===== src/rtl/axi_master_ifm_rd_pkg.sv =====
// Shared definitions for the IFM read master (and the OFM writer that mirrors it).
package axi_master_ifm_rd_pkg;

  typedef enum logic [1:0] {
    ST_IDLE = 2'd0,
    ST_ADDR = 2'd1,
    ST_DATA = 2'd2,
    ST_DONE = 2'd3
  } rd_state_e;

  localparam logic [1:0] AXI_BURST_INCR = 2'b01;
  localparam logic [1:0] AXI_RESP_OKAY  = 2'b00;

  // AXI AxSIZE encoding for a full-width beat: log2 of the bus width in bytes.
  function automatic logic [2:0] axi_size_of(input int unsigned data_w);
    int unsigned bytes;
    logic [2:0]  sz;
    bytes = data_w / 8;
    sz    = '0;
    for (int unsigned i = 0; i < 8; i++) begin
      if ((32'd1 << i) == bytes) sz = 3'(i);
    end
    return sz;
  endfunction

  localparam logic [2:0] AXI_SIZE_128B_BUS = axi_size_of(128);

endpackage


===== src/rtl/axi_master_ifm_rd_if.sv =====
// AXI4 read-address and read-data channels between the IFM reader and DDR.
interface axi_master_ifm_rd_if #(
  parameter int unsigned AXI_ADDR_W = 32,
  parameter int unsigned AXI_DATA_W = 128
);
  logic [AXI_ADDR_W-1:0] araddr;
  logic                  arvalid;
  logic                  arready;
  logic [7:0]            arlen;
  logic [2:0]            arsize;
  logic [1:0]            arburst;

  logic [AXI_DATA_W-1:0] rdata;
  logic [1:0]            rresp;
  logic                  rlast;
  logic                  rvalid;
  logic                  rready;

  modport master (
    output araddr, arvalid, arlen, arsize, arburst,
    input  arready,
    input  rdata, rresp, rlast, rvalid,
    output rready
  );

  modport slave (
    input  araddr, arvalid, arlen, arsize, arburst,
    output arready,
    output rdata, rresp, rlast, rvalid,
    input  rready
  );
endinterface


===== src/rtl/axi_master_ifm_rd.sv =====
// IFM read master: fetches num_bursts fixed-length INCR bursts from DDR and
// streams every beat into consecutive IFM buffer locations.
module axi_master_ifm_rd
  import axi_master_ifm_rd_pkg::*;
#(
  parameter int unsigned AXI_ADDR_W = 32,
  parameter int unsigned AXI_DATA_W = 128,
  parameter int unsigned BUF_ADDR_W = 10,
  parameter int unsigned BURST_LEN  = 64
) (
  input  logic                  clk,
  input  logic                  rst_n,
  input  logic                  start_read,
  input  logic [AXI_ADDR_W-1:0] base_addr,
  input  logic [7:0]            num_bursts,
  output logic                  done,
  output logic                  error,
  axi_master_ifm_rd_if.master   axi,
  output logic                  wr_en,
  output logic [BUF_ADDR_W-1:0] wr_addr,
  output logic [AXI_DATA_W-1:0] wr_data
);

  localparam logic [AXI_ADDR_W-1:0] BURST_BYTES = AXI_ADDR_W'(BURST_LEN * (AXI_DATA_W / 8));
  localparam logic [7:0]            ARLEN_VAL   = 8'(BURST_LEN - 1);
  localparam logic [7:0]            LAST_BEAT   = 8'(BURST_LEN - 1);
  localparam logic [2:0]            ARSIZE_VAL  = axi_size_of(AXI_DATA_W);

  rd_state_e             state_q, state_d;
  logic [AXI_ADDR_W-1:0] araddr_q, araddr_d;
  logic                  arvalid_q, arvalid_d;
  logic [7:0]            arlen_q, arlen_d;
  logic [2:0]            arsize_q, arsize_d;
  logic [1:0]            arburst_q, arburst_d;
  logic                  rready_q, rready_d;
  logic                  wr_en_q, wr_en_d;
  logic [BUF_ADDR_W-1:0] wr_addr_q, wr_addr_d;
  logic [AXI_DATA_W-1:0] wr_data_q, wr_data_d;
  logic                  done_q, done_d;
  logic                  error_q, error_d;
  logic [7:0]            beat_q, beat_d;
  logic [7:0]            bursts_q, bursts_d;
  logic [BUF_ADDR_W-1:0] ptr_q, ptr_d;

  logic beat_fire;
  logic last_beat;

  assign beat_fire = axi.rvalid && rready_q;
  assign last_beat = (beat_q == LAST_BEAT);

  // Next-state and registered-output computation for the command FSM.
  always_comb begin
    state_d   = state_q;
    araddr_d  = araddr_q;
    arvalid_d = arvalid_q;
    arlen_d   = arlen_q;
    arsize_d  = arsize_q;
    arburst_d = arburst_q;
    rready_d  = rready_q;
    wr_en_d   = 1'b0;
    wr_addr_d = wr_addr_q;
    wr_data_d = wr_data_q;
    done_d    = 1'b0;
    error_d   = error_q;
    beat_d    = beat_q;
    bursts_d  = bursts_q;
    ptr_d     = ptr_q;

    unique case (state_q)
      ST_IDLE: begin
        if (start_read) begin
          araddr_d  = base_addr;
          bursts_d  = (num_bursts == 8'd0) ? 8'd1 : num_bursts;
          beat_d    = '0;
          ptr_d     = '0;
          wr_addr_d = '0;
          error_d   = 1'b0;
          arlen_d   = ARLEN_VAL;
          arsize_d  = ARSIZE_VAL;
          arburst_d = AXI_BURST_INCR;
          arvalid_d = 1'b1;
          state_d   = ST_ADDR;
        end
      end

      ST_ADDR: begin
        if (arvalid_q && axi.arready) begin
          arvalid_d = 1'b0;
          rready_d  = 1'b1;
          state_d   = ST_DATA;
        end
      end

      ST_DATA: begin
        if (beat_fire) begin
          // Buffer write trails the R handshake by one cycle; ptr_q holds the
          // slot for the current beat while wr_addr shows the last one written.
          wr_en_d   = 1'b1;
          wr_addr_d = ptr_q;
          wr_data_d = axi.rdata;
          ptr_d     = ptr_q + BUF_ADDR_W'(1);
          if ((axi.rresp != AXI_RESP_OKAY) || (axi.rlast != last_beat)) begin
            error_d = 1'b1;
          end
          // Burst end is decided by our own beat count, never by rlast.
          if (last_beat) begin
            beat_d   = '0;
            rready_d = 1'b0;
            if (bursts_q <= 8'd1) begin
              state_d = ST_DONE;
            end else begin
              bursts_d  = bursts_q - 8'd1;
              araddr_d  = araddr_q + BURST_BYTES;
              arvalid_d = 1'b1;
              state_d   = ST_ADDR;
            end
          end else begin
            beat_d = beat_q + 8'd1;
          end
        end
      end

      ST_DONE: begin
        done_d  = 1'b1;
        state_d = ST_IDLE;
      end

      default: state_d = ST_IDLE;
    endcase
  end

  // State and output registers with asynchronous active-low reset.
  always_ff @(posedge clk or negedge rst_n) begin
    if (!rst_n) begin
      state_q   <= ST_IDLE;
      araddr_q  <= '0;
      arvalid_q <= 1'b0;
      arlen_q   <= '0;
      arsize_q  <= '0;
      arburst_q <= '0;
      rready_q  <= 1'b0;
      wr_en_q   <= 1'b0;
      wr_addr_q <= '0;
      wr_data_q <= '0;
      done_q    <= 1'b0;
      error_q   <= 1'b0;
      beat_q    <= '0;
      bursts_q  <= '0;
      ptr_q     <= '0;
    end else begin
      state_q   <= state_d;
      araddr_q  <= araddr_d;
      arvalid_q <= arvalid_d;
      arlen_q   <= arlen_d;
      arsize_q  <= arsize_d;
      arburst_q <= arburst_d;
      rready_q  <= rready_d;
      wr_en_q   <= wr_en_d;
      wr_addr_q <= wr_addr_d;
      wr_data_q <= wr_data_d;
      done_q    <= done_d;
      error_q   <= error_d;
      beat_q    <= beat_d;
      bursts_q  <= bursts_d;
      ptr_q     <= ptr_d;
    end
  end

  assign axi.araddr  = araddr_q;
  assign axi.arvalid = arvalid_q;
  assign axi.arlen   = arlen_q;
  assign axi.arsize  = arsize_q;
  assign axi.arburst = arburst_q;
  assign axi.rready  = rready_q;
  assign wr_en       = wr_en_q;
  assign wr_addr     = wr_addr_q;
  assign wr_data     = wr_data_q;
  assign done        = done_q;
  assign error       = error_q;

endmodule


===== src/flat_wrapper.sv =====
// flat-port wrapper written by rule: the top's interface ports become plain ports
module axi_master_ifm_rd_flat import axi_master_ifm_rd_pkg::*;
#(
  parameter int unsigned AXI_ADDR_W = 32,
  parameter int unsigned AXI_DATA_W = 128,
  parameter int unsigned BUF_ADDR_W = 10,
  parameter int unsigned BURST_LEN  = 64
)
  (clk, rst_n, start_read, base_addr, num_bursts, done, error, wr_en, wr_addr, wr_data, axi_araddr, axi_arvalid, axi_arlen, axi_arsize, axi_arburst, axi_arready, axi_rdata, axi_rresp, axi_rlast, axi_rvalid, axi_rready);
  axi_master_ifm_rd_if #(.AXI_ADDR_W(AXI_ADDR_W), .AXI_DATA_W(AXI_DATA_W)) axi_i ();
  input  logic clk;
  input  logic rst_n;
  input  logic start_read;
  input  logic [AXI_ADDR_W-1:0] base_addr;
  input  logic [7:0] num_bursts;
  output logic done;
  output logic error;
  output logic wr_en;
  output logic [BUF_ADDR_W-1:0] wr_addr;
  output logic [AXI_DATA_W-1:0] wr_data;
  output wire logic [$bits(axi_i.araddr)-1:0] axi_araddr;
  output wire logic [$bits(axi_i.arvalid)-1:0] axi_arvalid;
  output wire logic [$bits(axi_i.arlen)-1:0] axi_arlen;
  output wire logic [$bits(axi_i.arsize)-1:0] axi_arsize;
  output wire logic [$bits(axi_i.arburst)-1:0] axi_arburst;
  input wire logic [$bits(axi_i.arready)-1:0] axi_arready;
  input wire logic [$bits(axi_i.rdata)-1:0] axi_rdata;
  input wire logic [$bits(axi_i.rresp)-1:0] axi_rresp;
  input wire logic [$bits(axi_i.rlast)-1:0] axi_rlast;
  input wire logic [$bits(axi_i.rvalid)-1:0] axi_rvalid;
  output wire logic [$bits(axi_i.rready)-1:0] axi_rready;
  assign axi_araddr = axi_i.araddr;
  assign axi_arvalid = axi_i.arvalid;
  assign axi_arlen = axi_i.arlen;
  assign axi_arsize = axi_i.arsize;
  assign axi_arburst = axi_i.arburst;
  assign axi_i.arready = axi_arready;
  assign axi_i.rdata = axi_rdata;
  assign axi_i.rresp = axi_rresp;
  assign axi_i.rlast = axi_rlast;
  assign axi_i.rvalid = axi_rvalid;
  assign axi_rready = axi_i.rready;
  axi_master_ifm_rd #(.AXI_ADDR_W(AXI_ADDR_W), .AXI_DATA_W(AXI_DATA_W), .BUF_ADDR_W(BUF_ADDR_W), .BURST_LEN(BURST_LEN)) u_core (.clk(clk), .rst_n(rst_n), .start_read(start_read), .base_addr(base_addr), .num_bursts(num_bursts), .done(done), .error(error), .axi(axi_i), .wr_en(wr_en), .wr_addr(wr_addr), .wr_data(wr_data));
endmodule

===== config.mk =====
export PLATFORM = sky130hd
export DESIGN_NAME = axi_master_ifm_rd_flat
export DESIGN_NICKNAME = d
export VERILOG_FILES = /design/src/rtl/axi_master_ifm_rd_pkg.sv /design/src/rtl/axi_master_ifm_rd_if.sv /design/src/rtl/axi_master_ifm_rd.sv /design/src/flat_wrapper.sv
export SDC_FILE = /design/constraint.sdc
export NUM_CORES = 1
export LEC_CHECK = 0
export ABC_AREA = 1
export CAP_MARGIN = 20
export CORE_MARGIN = 2
export CORE_UTILIZATION = 44
export CTS_CLUSTER_SIZE = 12
export DETAILED_ROUTE_END_ITERATION = 16
export PLACE_DENSITY_LB_ADDON = 0.1
export SLEW_MARGIN = 10
export SYNTH_ARGS = -nofsm -noshare
export SYNTH_HDL_FRONTEND = slang
export SYNTH_SLANG_ARGS = --single-unit

===== constraint.sdc =====
create_clock -name clk -period 1.6 [get_ports clk]
set_input_delay 0.16 -clock clk [delete_from_list [all_inputs] [get_ports clk]]
set_output_delay 0.16 -clock clk [all_outputs]
set_load 0.01 [all_outputs]

# --- Word-level counts from Yosys, hierarchy flattened ---
# Cells that the tools add are included.
totals:
  register_bits: 205
  latchBits: 0
  ramBits: 0
  romBits: 0
  in_bits: 176
  out_inout_bits: 188
  mem_count: 0
classes:
  add_sub_neg: 4
  multipliers: 0
  n_div: 0
  n_lt_le_gt_ge: 1
  n_eq_ne: 11
  shifts: 0
  muxes: 43
  bitwise_logic: 0
  n_reduce_logical: 17
ops:
  columns: ["cell", "count"]
  rows:
  - ["32-bit two-way mux", 4]
  - ["8-bit two-way mux", 8]
  - ["32-bit one-hot mux with 2 select lines", 1]
  - ["10-bit one-hot mux with 2 select lines", 2]
  - ["32-bit by 11-bit adder with 32-bit output, second input constant", 1]
  - ["8-bit one-hot mux with 2 select lines", 2]
  - ["10-bit two-way mux", 3]
  - ["1-bit two-way mux", 14]
  - ["4-bit AND reduction", 3]
  - ["10-bit by 1-bit adder with 10-bit output, second input constant", 1]
  - ["2-bit two-way mux", 5]
  - ["8-bit by 1-bit adder with 8-bit output, second input constant", 1]
  - ["8-bit by 6-bit == test with 1-bit output, second input constant", 1]
  - ["8-bit by 1-bit <= comparator with 1-bit output, second input constant", 1]
  - ["8-bit zero test", 1]
  - ["2-bit by 1-bit != test with 1-bit output, second input constant", 4]
  - ["2-bit one-hot mux with 4 select lines", 1]
  - ["8-bit by 1-bit subtractor with 8-bit output, second input constant", 1]
  - ["6-bit AND reduction", 1]
  - ["2-bit nonzero test", 3]
  - ["5-bit AND reduction", 1]
  - ["2-bit == test, second input constant", 2]
  - ["2-bit != test, second input constant", 2]
  - ["1-bit one-hot mux with 2 select lines", 2]
  - ["other kinds (9)", 11]

# --- Longest topological paths before layout ---
# Gate-level depths: netlist of the first run.
logic_depth:
  depth_word: 6
  depth_mapped: 10
  mapped_depth_nobuf: 10

# --- Worst setup path before layout of the first run ---
# No wires, ideal clock.
synth_path:
  path_kind: "reg-to-reg"
  startpoint: "register u_core.araddr_q[10], in the netlist u_core.axi.araddr[10]"
  endpoint: "register u_core.araddr_q[20], in the netlist u_core.axi.araddr[20]"
  setup_ns: 0.118
  t_arrival_ns: 1.395
  t_required_ns: 1.482
  path_slack_ns: 0.087
  stages_incl_launch_ff: 9
  path_buffers: 0
  period_less_slack_ns: 1.513
  path_cell_list: "dfrtp_1 -> ha_1 -> nand3_1 -> nor2_1 -> nand3_1 -> nand3_1 -> nand2_1 -> nand2_1 -> o21ai_2"
synth_via:
  elab_chain_cells: 5
synth_lines:
  columns: ["element", "line", "text"]
  rows:
  - ["start, declared", "axi_master_ifm_rd.sv:30", "logic [AXI_ADDR_W-1:0] araddr_q, araddr_d;"]
  - ["start signal, assigned", "axi_master_ifm_rd.sv:152", "araddr_q <= araddr_d;"]
  - ["32-bit by 11-bit adder with 32-bit output", "axi_master_ifm_rd.sv:113", "araddr_d = araddr_q + BURST_BYTES;"]
  - ["32-bit two-way mux", "axi_master_ifm_rd.sv:109", "if (bursts_q <= 8'd1) begin"]
  - ["32-bit two-way mux", "axi_master_ifm_rd.sv:106", "if (last_beat) begin"]
  - ["32-bit two-way mux", "axi_master_ifm_rd.sv:95", "if (beat_fire) begin"]
  - ["32-bit one-hot mux with 2 select lines", "axi_master_ifm_rd.sv:69", "unique case (state_q)"]
# Every way passes these cells. The select of a mux whose other input is x is not followed.
# A chain may end at the register's enable or synchronous reset.

# --- Worst setup path in the final report of the first run ---
layout_path:
  startpoint: "register u_core.beat_q[0]"
  endpoint: "register u_core.bursts_q[6]"
layout_via:
  elab_chain_cells: 3
layout_lines:
  columns: ["element", "line", "text"]
  rows:
  - ["start, declared", "axi_master_ifm_rd.sv:41", "logic [7:0] beat_q, beat_d;"]
  - ["start signal, assigned", "axi_master_ifm_rd.sv:163", "beat_q <= beat_d;"]
  - ["8-bit by 6-bit == test with 1-bit output", "axi_master_ifm_rd.sv:49", "assign last_beat = (beat_q == LAST_BEAT);"]
  - ["2-bit by 1-bit != test with 1-bit output (no source line)", null, null]
  - ["5-bit AND reduction (no source line)", null, null]
  - ["end signal, assigned", "axi_master_ifm_rd.sv:164", "bursts_q <= bursts_d;"]
  - ["end, declared", "axi_master_ifm_rd.sv:42", "logic [7:0] bursts_q, bursts_d;"]
# Every way passes these cells.

==> run_results.csv, run 1 <==
group,metric,value,unit
run_status,run_status,"finished, violations left",
run_status,violations,"negative setup slack",
timing,final.setup.worst_slack,-31.5,ps
power_and_ir_drop,power-per-cell-area,730,nW/um^2
yosys,postSynthAreaPerCell,7.98,sq um
clocking,tritoncts,"built",
worst_setup_path,setup_crit_end_kind,"register",
power_and_ir_drop,power_frac_seq,48.0,%
drt,antenna_violating_nets_post_route,0,
cells_and_area,finalNetCount,1761,
clocking,cts_buffers,23,
die,die_width,150,um
placement,hpwl_after_detailed_placement,19.9,mm
yosys,synth_xor_xnor_area_share,0.563,%
die,die_area,22400,sq um
worst_setup_path,reg2reg_setup_slack,-30,ps
die,placeableCoreArea,20900,sq um
drt,drt-total-wl,28.8,mm
worst_setup_path,worst_reg2reg_path_length_in_cells,10,
yosys,post_synth_inst_count,1170,
die,design.portCount,364,
worst_setup_path,critPathMaxFanout,8,
timing,hold_violations,0,
timing,timing.fmax,0.613,GHz
yosys,synthesized_area_fraction_occupied_by_and_or_nand_nor_cells,34.0,%
yosys,synth_warnings,0,
yosys,number_of_storage_elements_in_the_synthesis_netlist,204,
yosys,synth_adder_area_share,0.670,%
timing,finalSetupViolations,24,
power_and_ir_drop,netSwitchingFraction,21.4,%
yosys,share_of_the_synthesized_area_in_compound_gates_ao_oa_aoi_oai,4.04,%
clocking,clock_tree.htree_level_count,1,
worst_setup_path,worstReg2RegEnd,"u_core.bursts_q[6]",
yosys,yosysSeqAreaShare,54.7,%
worst_setup_path,r2r-start,"u_core.beat_q[0]",
timing,post-route-min-period,1630,ps
clocking,worst_skew_pair.late_latency,520,ps
grt,number_of_antenna_violations_at_the_first_check_in_global_routing,0,
cells_and_area,synthToLayoutAreaGrowth,58.0,%
drt,drt-vias-per-instance,4.79,
drt,avgRoutedWirePerCell,15.4,um
clocking,cell_chosen_for_the_clock_root,"sky130_fd_sc_hd__clkbuf_16",
run,cap_viol_max_count,0,
clocking,cts.clk_slew.worst_paths,60,ps
drt,via_count,8968,
yosys,muxShareOfSynthArea,0.107,%
worst_setup_path,worstPathRequired,2060,ps
yosys,yosys.cell_types.count,46,
cells_and_area,drive_gt1_share,11.8,%
timing,rsz0062_at_grt,"true",
die,row_count,53,
power_and_ir_drop,p_int,8.45,mW
worst_setup_path,criticalPathCategory,"register to register",
grt,first_pass_grt_wire_length,43.4,mm
power_and_ir_drop,vdd_ir_drop_max,0.611,mV
clocking,cts_sinks,204,
worst_setup_path,worst_setup_path_start_kind,"register",
die,die_boundary_height,150,um
placement,placed_cell_count,1803,
cells_and_area,most-common-layout-cells,"606 x sky130_fd_sc_hd__nand2_1, 197 x sky130_fd_sc_hd__dfrtp_1, 194 x sky130_fd_sc_hd__clkdlybuf4s50_1",
clocking,cts_buffer_depth,3,
die,initial_utilization,44.7,%
yosys,mappedNetlistArea,9330,sq um
cells_and_area,n_antenna_cell,0,
cells_and_area,mostFrequentLayoutCell,"sky130_fd_sc_hd__nand2_1",
yosys,synth_top_flop_cell,"sky130_fd_sc_hd__dfrtp_1",
power_and_ir_drop,power.net_switching,2.30,mW
timing,finalMaxSlewViolations,0,
placement,buffer_ports.inserted,358,
drt,drt-initial-drc-count,503,
yosys,ys_async_sr_fraction,100,%
power_and_ir_drop,leakagePower,8.90,nW
cells_and_area,layout.cells.non_filler,1871,
power_and_ir_drop,power.clock.fraction,46.7,%
power_and_ir_drop,total_power,10.8,mW
placement,setup_slack_after_placement,-40.6,ps
placement,gp_congestion,0.880,
drt,drt-pass1-iter-count,5,
yosys,combinational_family_with_the_most_area_after_synthesis,"simple AND/OR/NAND/NOR gates",
worst_setup_path,timing.critical_path.arrival,2090,ps
grt,maximum_number_of_pins_on_one_net_before_global_route_repair,58,
timing,skew,8.00,ps
grt,global_route.overflow_total,0,
grt,via_count_of_the_first_global_routing_pass,8651,
min_path,holdCritPathClass,"primary input to async pin",
timing,timing.final.crit_share,102,%
power_and_ir_drop,combinationalPowerShare,5.3,%
yosys,synth_edf_count,0,
grt,grtUsageTotal,24.1,%
drt,drc,0,
## metrics by stage
step / utilization, % / hold WS, ps / instance area [sq um] / TNS [ps]
floorplan: - / -136 / 9350 / 0
global placement: 64.6 / 51.8 / 13500 / -1.15
detailed placement: 64.6 / 52.5 / 13500 / -265
CTS: 68.0 / 61.0 / 14200 / 0
global route: 70.6 / 85.2 / 14700 / -3160
finish: 70.6 / 71.7 / 14700 / -327
## timing repair
action	CTS	global route
cloned	0	6
hold buffers	1	0
resized for setup	106	118
setup buffers	10	10
pin swaps	0	13
endpoints found under the setup margin	104	111
endpoints found under the hold margin	204	0
## worst max-delay path, cell delays in order (launching register included)
cell                        delay [ps]
sky130_fd_sc_hd__dfrtp_1           390
sky130_fd_sc_hd__ha_4              170
sky130_fd_sc_hd__nand3_4            80
sky130_fd_sc_hd__nor2_4            140
sky130_fd_sc_hd__nand2_2            90
sky130_fd_sc_hd__nand2_4           120
sky130_fd_sc_hd__nand2_4            80
sky130_fd_sc_hd__nor2_8            200
sky130_fd_sc_hd__clkbuf_16         200
sky130_fd_sc_hd__nand2_2            50
sky130_fd_sc_hd__nand2_1            60
## state kept, by name (all words and copies together) (netlist names), 2 cells and up
signal and flops:
u_core.axi.araddr 32, u_core.beat_q 8, u_core.bursts_q 8, u_core.ptr_q 10, u_core.state_q 2, u_core.wr_addr 10
u_core.wr_data 128
## power groups by stage
stage               Combinational, mW  Clock (mW)  Sequential [mW]
floorplan                      0.0208           0             5.25
global placement                0.579           0             5.25
detailed placement              0.580           0             5.25
CTS                             0.586        5.15             5.16
global route                    0.626        5.35             5.16
finish                          0.575        5.02             5.16
## cell type report
| cell class | instances | area, sq um |
|---|---|---|
| Tap cell | 275 | 344 |
| Multi-Input combinational cell | 862 | 3870 |
| Sequential cell | 204 | 5110 |
| Clock inverter | 7 | 52.6 |
| Clock buffer | 34 | 667 |
| Timing Repair Buffer | 440 | 4510 |
| Fill cell | 1674 | 6140 |
| Inverter | 49 | 186 |
## synthesized netlist by cell type, types with 2 or more instances
cell / number / share of area, %
sky130_fd_sc_hd__nand2_2: 4 / 0.27
sky130_fd_sc_hd__a21oi_1: 12 / 0.64
sky130_fd_sc_hd__or2_2: 2 / 0.13
sky130_fd_sc_hd__o21ai_1: 2 / 0.11
sky130_fd_sc_hd__nor2_1: 78 / 3.1
sky130_fd_sc_hd__nand3b_1: 3 / 0.24
sky130_fd_sc_hd__buf_2: 18 / 0.97
sky130_fd_sc_hd__nand4_1: 9 / 0.60
sky130_fd_sc_hd__inv_2: 3 / 0.12
sky130_fd_sc_hd__o21a_1: 2 / 0.16
sky130_fd_sc_hd__nand2_1: 616 / 25
sky130_fd_sc_hd__xor2_1: 4 / 0.38
sky130_fd_sc_hd__o31ai_1: 3 / 0.24
sky130_fd_sc_hd__and2_1: 2 / 0.13
sky130_fd_sc_hd__buf_1: 2 / 0.080
sky130_fd_sc_hd__o21ai_2: 9 / 0.84
sky130_fd_sc_hd__nor2_2: 2 / 0.13
sky130_fd_sc_hd__nor2_4: 2 / 0.24
sky130_fd_sc_hd__dfrtp_1: 204 / 55
sky130_fd_sc_hd__inv_1: 46 / 1.9
sky130_fd_sc_hd__ha_1: 5 / 0.67
sky130_fd_sc_hd__buf_4: 17 / 1.4
sky130_fd_sc_hd__nor3_1: 5 / 0.27
sky130_fd_sc_hd__clkbuf_1: 17 / 0.68
sky130_fd_sc_hd__clkbuf_8: 2 / 0.29
sky130_fd_sc_hd__nand2_4: 5 / 0.60
sky130_fd_sc_hd__nand3_1: 47 / 2.5
sky130_fd_sc_hd__a31oi_1: 2 / 0.13
sky130_fd_sc_hd__o21ai_0: 29 / 1.6
sky130_fd_sc_hd__xnor2_1: 2 / 0.19
## worst max-delay path by stage
stage	from	to	slack [ps]	cells after the start
after detailed placement	axi_rvalid	u_core.ptr_q[4]	-40	9
after floorplan	u_core.axi.araddr[10]	u_core.axi.araddr[20]	90	8
final	u_core.beat_q[0]	u_core.bursts_q[6]	-30	10
after CTS	u_core.wr_data[125]	wr_data[125]	0.2	1
after global routing	u_core.beat_q[0]	u_core.bursts_q[0]	-120	10
after global placement	u_core.beat_q[0]	u_core.axi.arvalid	-1	9
## logic make-up after synthesis
| kind of cell | after synthesis |
|---|---|
| muxes | 1 |
| and+or+nand+nor | 782 |
| DFF | 204 |
| AOI/OAI and AO/OA | 63 |
| buffers and inverters | 108 |
| other | 1 |
| xor gates and xnor gates | 6 |
| adders and majority gates | 5 |
## routing by layer
metal  vias to the layer above  part of all wire [%]  GRT usage (%)
li1                       4424                     -              -
met1                      4176                    41           29.7
met2                       324                    49           42.0
met3                        44                   8.1           6.55
met4                         0                   1.9           5.81
met5                         -                     0              0
Note: power is estimated with default switching activity, not from simulation.
==> run 2, diff against run 1 <==
CORE_AREA = 2 2 143 145   (was unset)
CORE_MARGIN = unset   (was 2)
CORE_UTILIZATION = unset   (was 44)
DIE_AREA = 0 0 145 147   (was unset)
DONT_BUFFER_PORTS = 1   (was unset)
==> run_results.csv, run 2 (synthesis results as in run 1) <==
group,metric,value,unit
clocking,tritoncts,"built",
die,design.portCount,364,
grt,first_pass_grt_wire_length,42.7,mm
drt,drt-total-wl,27.1,mm
timing,slew_headroom,62.8,%
die,die_boundary_height,147,um
power_and_ir_drop,leakagePower,6.69,nW
die,row_count,52,
placement,gp_congestion,0.851,
drt,drt-vias-per-instance,4.99,
drt,avgRoutedWirePerCell,16.2,um
cells_and_area,mostFrequentLayoutCell,"sky130_fd_sc_hd__nand2_1",
clocking,cts_buffers,23,
clocking,worst_skew_pair.late_latency,520,ps
cells_and_area,most-common-layout-cells,"611 x sky130_fd_sc_hd__nand2_1, 204 x sky130_fd_sc_hd__dfrtp_1, 172 x sky130_fd_sc_hd__dlygate4sd3_1",
clocking,cts.hold.buffers_added,172,
worst_setup_path,critPathSlowestCell,"sky130_fd_sc_hd__dfrtp_1",
grt,grtUsageTotal,24.2,%
worst_setup_path,max_stage_delay,410,ps
power_and_ir_drop,power-per-cell-area,858,nW/um^2
cells_and_area,drive_gt1_share,12.4,%
timing,post-route-min-period,1670,ps
cells_and_area,largest_register_ffs,128,
drt,drt-pass1-iter-count,5,
timing,tightestPinTransition,557,ps
worst_setup_path,setup_crit_end_kind,"register",
worst_setup_path,criticalPathCategory,"register to register",
min_path,holdCritPathClass,"primary input to async pin",
worst_setup_path,critPathMaxFanout,5,
timing,skew,18.4,ps
worst_setup_path,timing.critical_path.arrival,2070,ps
clocking,clock_tree.htree_level_count,1,
run,cap_viol_max_count,0,
drt,via_count,8360,
die,die_area,21300,sq um
grt,number_of_antenna_violations_at_the_first_check_in_global_routing,0,
clocking,cts_sinks,204,
worst_setup_path,worstPathRequired,2000,ps
die,placeableCoreArea,19800,sq um
cells_and_area,finalNetCount,1572,
power_and_ir_drop,total_power,11.0,mW
cells_and_area,synthToLayoutAreaGrowth,37.2,%
worst_setup_path,worst_reg2reg_path_length_in_cells,8,
timing,finalSetupViolations,15,
drt,antenna_violating_nets_post_route,0,
drt,drc,0,
die,initial_utilization,47.0,%
run_status,violations,"negative hold slack, negative setup slack",
timing,timing.fmax,0.600,GHz
placement,buffer_ports.inserted,0,
timing,timing.hold.ws,-653,ps
timing,hold_violations,204,
worst_setup_path,cells_traversed_along_the_worst_timing_path,"nor3_1 -> nand2_2 -> nor2_4 -> nor2_8 -> buf_4 -> buf_12 -> nand2_1 -> o21ai_2",
power_and_ir_drop,vdd_ir_drop_max,0.595,mV
cells_and_area,n_antenna_cell,0,
drt,drt-initial-drc-count,398,
grt,via_count_of_the_first_global_routing_pass,8312,
placement,place_area,9920,sq um
timing,rsz0062_at_grt,"true",
clocking,cts_buffer_depth,3,
grt,maximum_number_of_pins_on_one_net_before_global_route_repair,205,
clocking,cts.clk_slew.worst_paths,60,ps
run_status,run_status,"finished, violations left",
placement,hpwl_after_detailed_placement,16.8,mm
timing,timing.final.crit_share,104,%
timing,final.setup.worst_slack,-66.9,ps
grt,global_route.overflow_total,0,
clocking,cell_chosen_for_the_clock_root,"sky130_fd_sc_hd__clkbuf_16",
worst_setup_path,worst_setup_path_start_kind,"register",
cells_and_area,finalInstanceArea,12800,sq um
timing,finalMaxSlewViolations,0,
die,die_width,145,um
==> run 2: cell types whose count changed in the layout (fill, tap and decap cells not counted), sizes merged, moves of 2 or more <==
cell / previous run / this run
buf: 76 / 74
bufinv: 0 / 2
clkdlybuf4s50: 194 / 0
clkinv: 5 / 3
dlygate4sd2: 98 / 0
dlygate4sd3: 1 / 172
dlymetal6s2s: 65 / 0
==> run 2: cell type report <==
type,count,area [sq um]
multi-input combinational,862,3840
timing repair buffer,251,2550
inverter,49,186
clock inverter,6,95.1
clock buffer,34,697
tap,270,338
sequential,204,5100
fill,1620,7040
==> run 2: path summary, 6_finish.rpt <==
check                                        end  slack (ps)                 from
setup / recovery           u_core.axi.araddr[20]         -70   u_core.bursts_q[2]
max in group asynchronous     u_core.bursts_q[1]        1770                rst_n
min in group clk                    u_core.error          30         axi_rresp[0]
setup reg to reg           u_core.axi.araddr[20]         -70   u_core.bursts_q[2]
hold reg to reg              u_core.axi.arlen[0]         470  u_core.axi.arlen[0]
hold / removal             u_core.axi.araddr[24]        -650                rst_n
==> run 2: layer usage <==
layer,part of all wire (%),GRT usage (%)
met3,7.9,6.86
met5,0,0
met2,49,41.5
met4,3.1,8.32
met1,40,29.3
==> run 2: what timing repair did <==
item,CTS,global route
hold endpoints to repair,381,204
endpoints found under the setup margin,4,161
gates resized for setup,4,40
setup buffers,1,9
pin swaps,2,14
gates cloned,0,6
==> run 2: critical path: cells and delay by family, from the launching register on <==
kind / cells / cell delay [ps]
compound gates: 1 / 50
buf+inv: 2 / 270
flops: 1 / 410
simple gates: 5 / 830
==> run 2: per-stage QoR <==
step / std cells / worst slack, ps / util, % / TNS, ps / hold WS (ps)
6_report: 1676 / -66.9 / 64.5 / -709 / -653
5_1_grt: 1676 / -159 / 64.5 / -3680 / -678
4_1_cts: 1661 / 1.40 / 62.8 / 0 / -677
3_5_place_dp: 1448 / -3.39 / 50.0 / -6.31 / -130
3_3_place_gp: 1448 / 49.2 / 50.0 / 0 / -130
2_1_floorplan: 1174 / 87.0 / - / 0 / -136
==> run 2: power breakdown <==
part	switching, mW	leakage [nW]	internal (mW)	total, mW
clock	2.12	0.394	3.34	5.45
sequential	0	2.75	5.16	5.16
combinational	0.0929	3.55	0.283	0.376
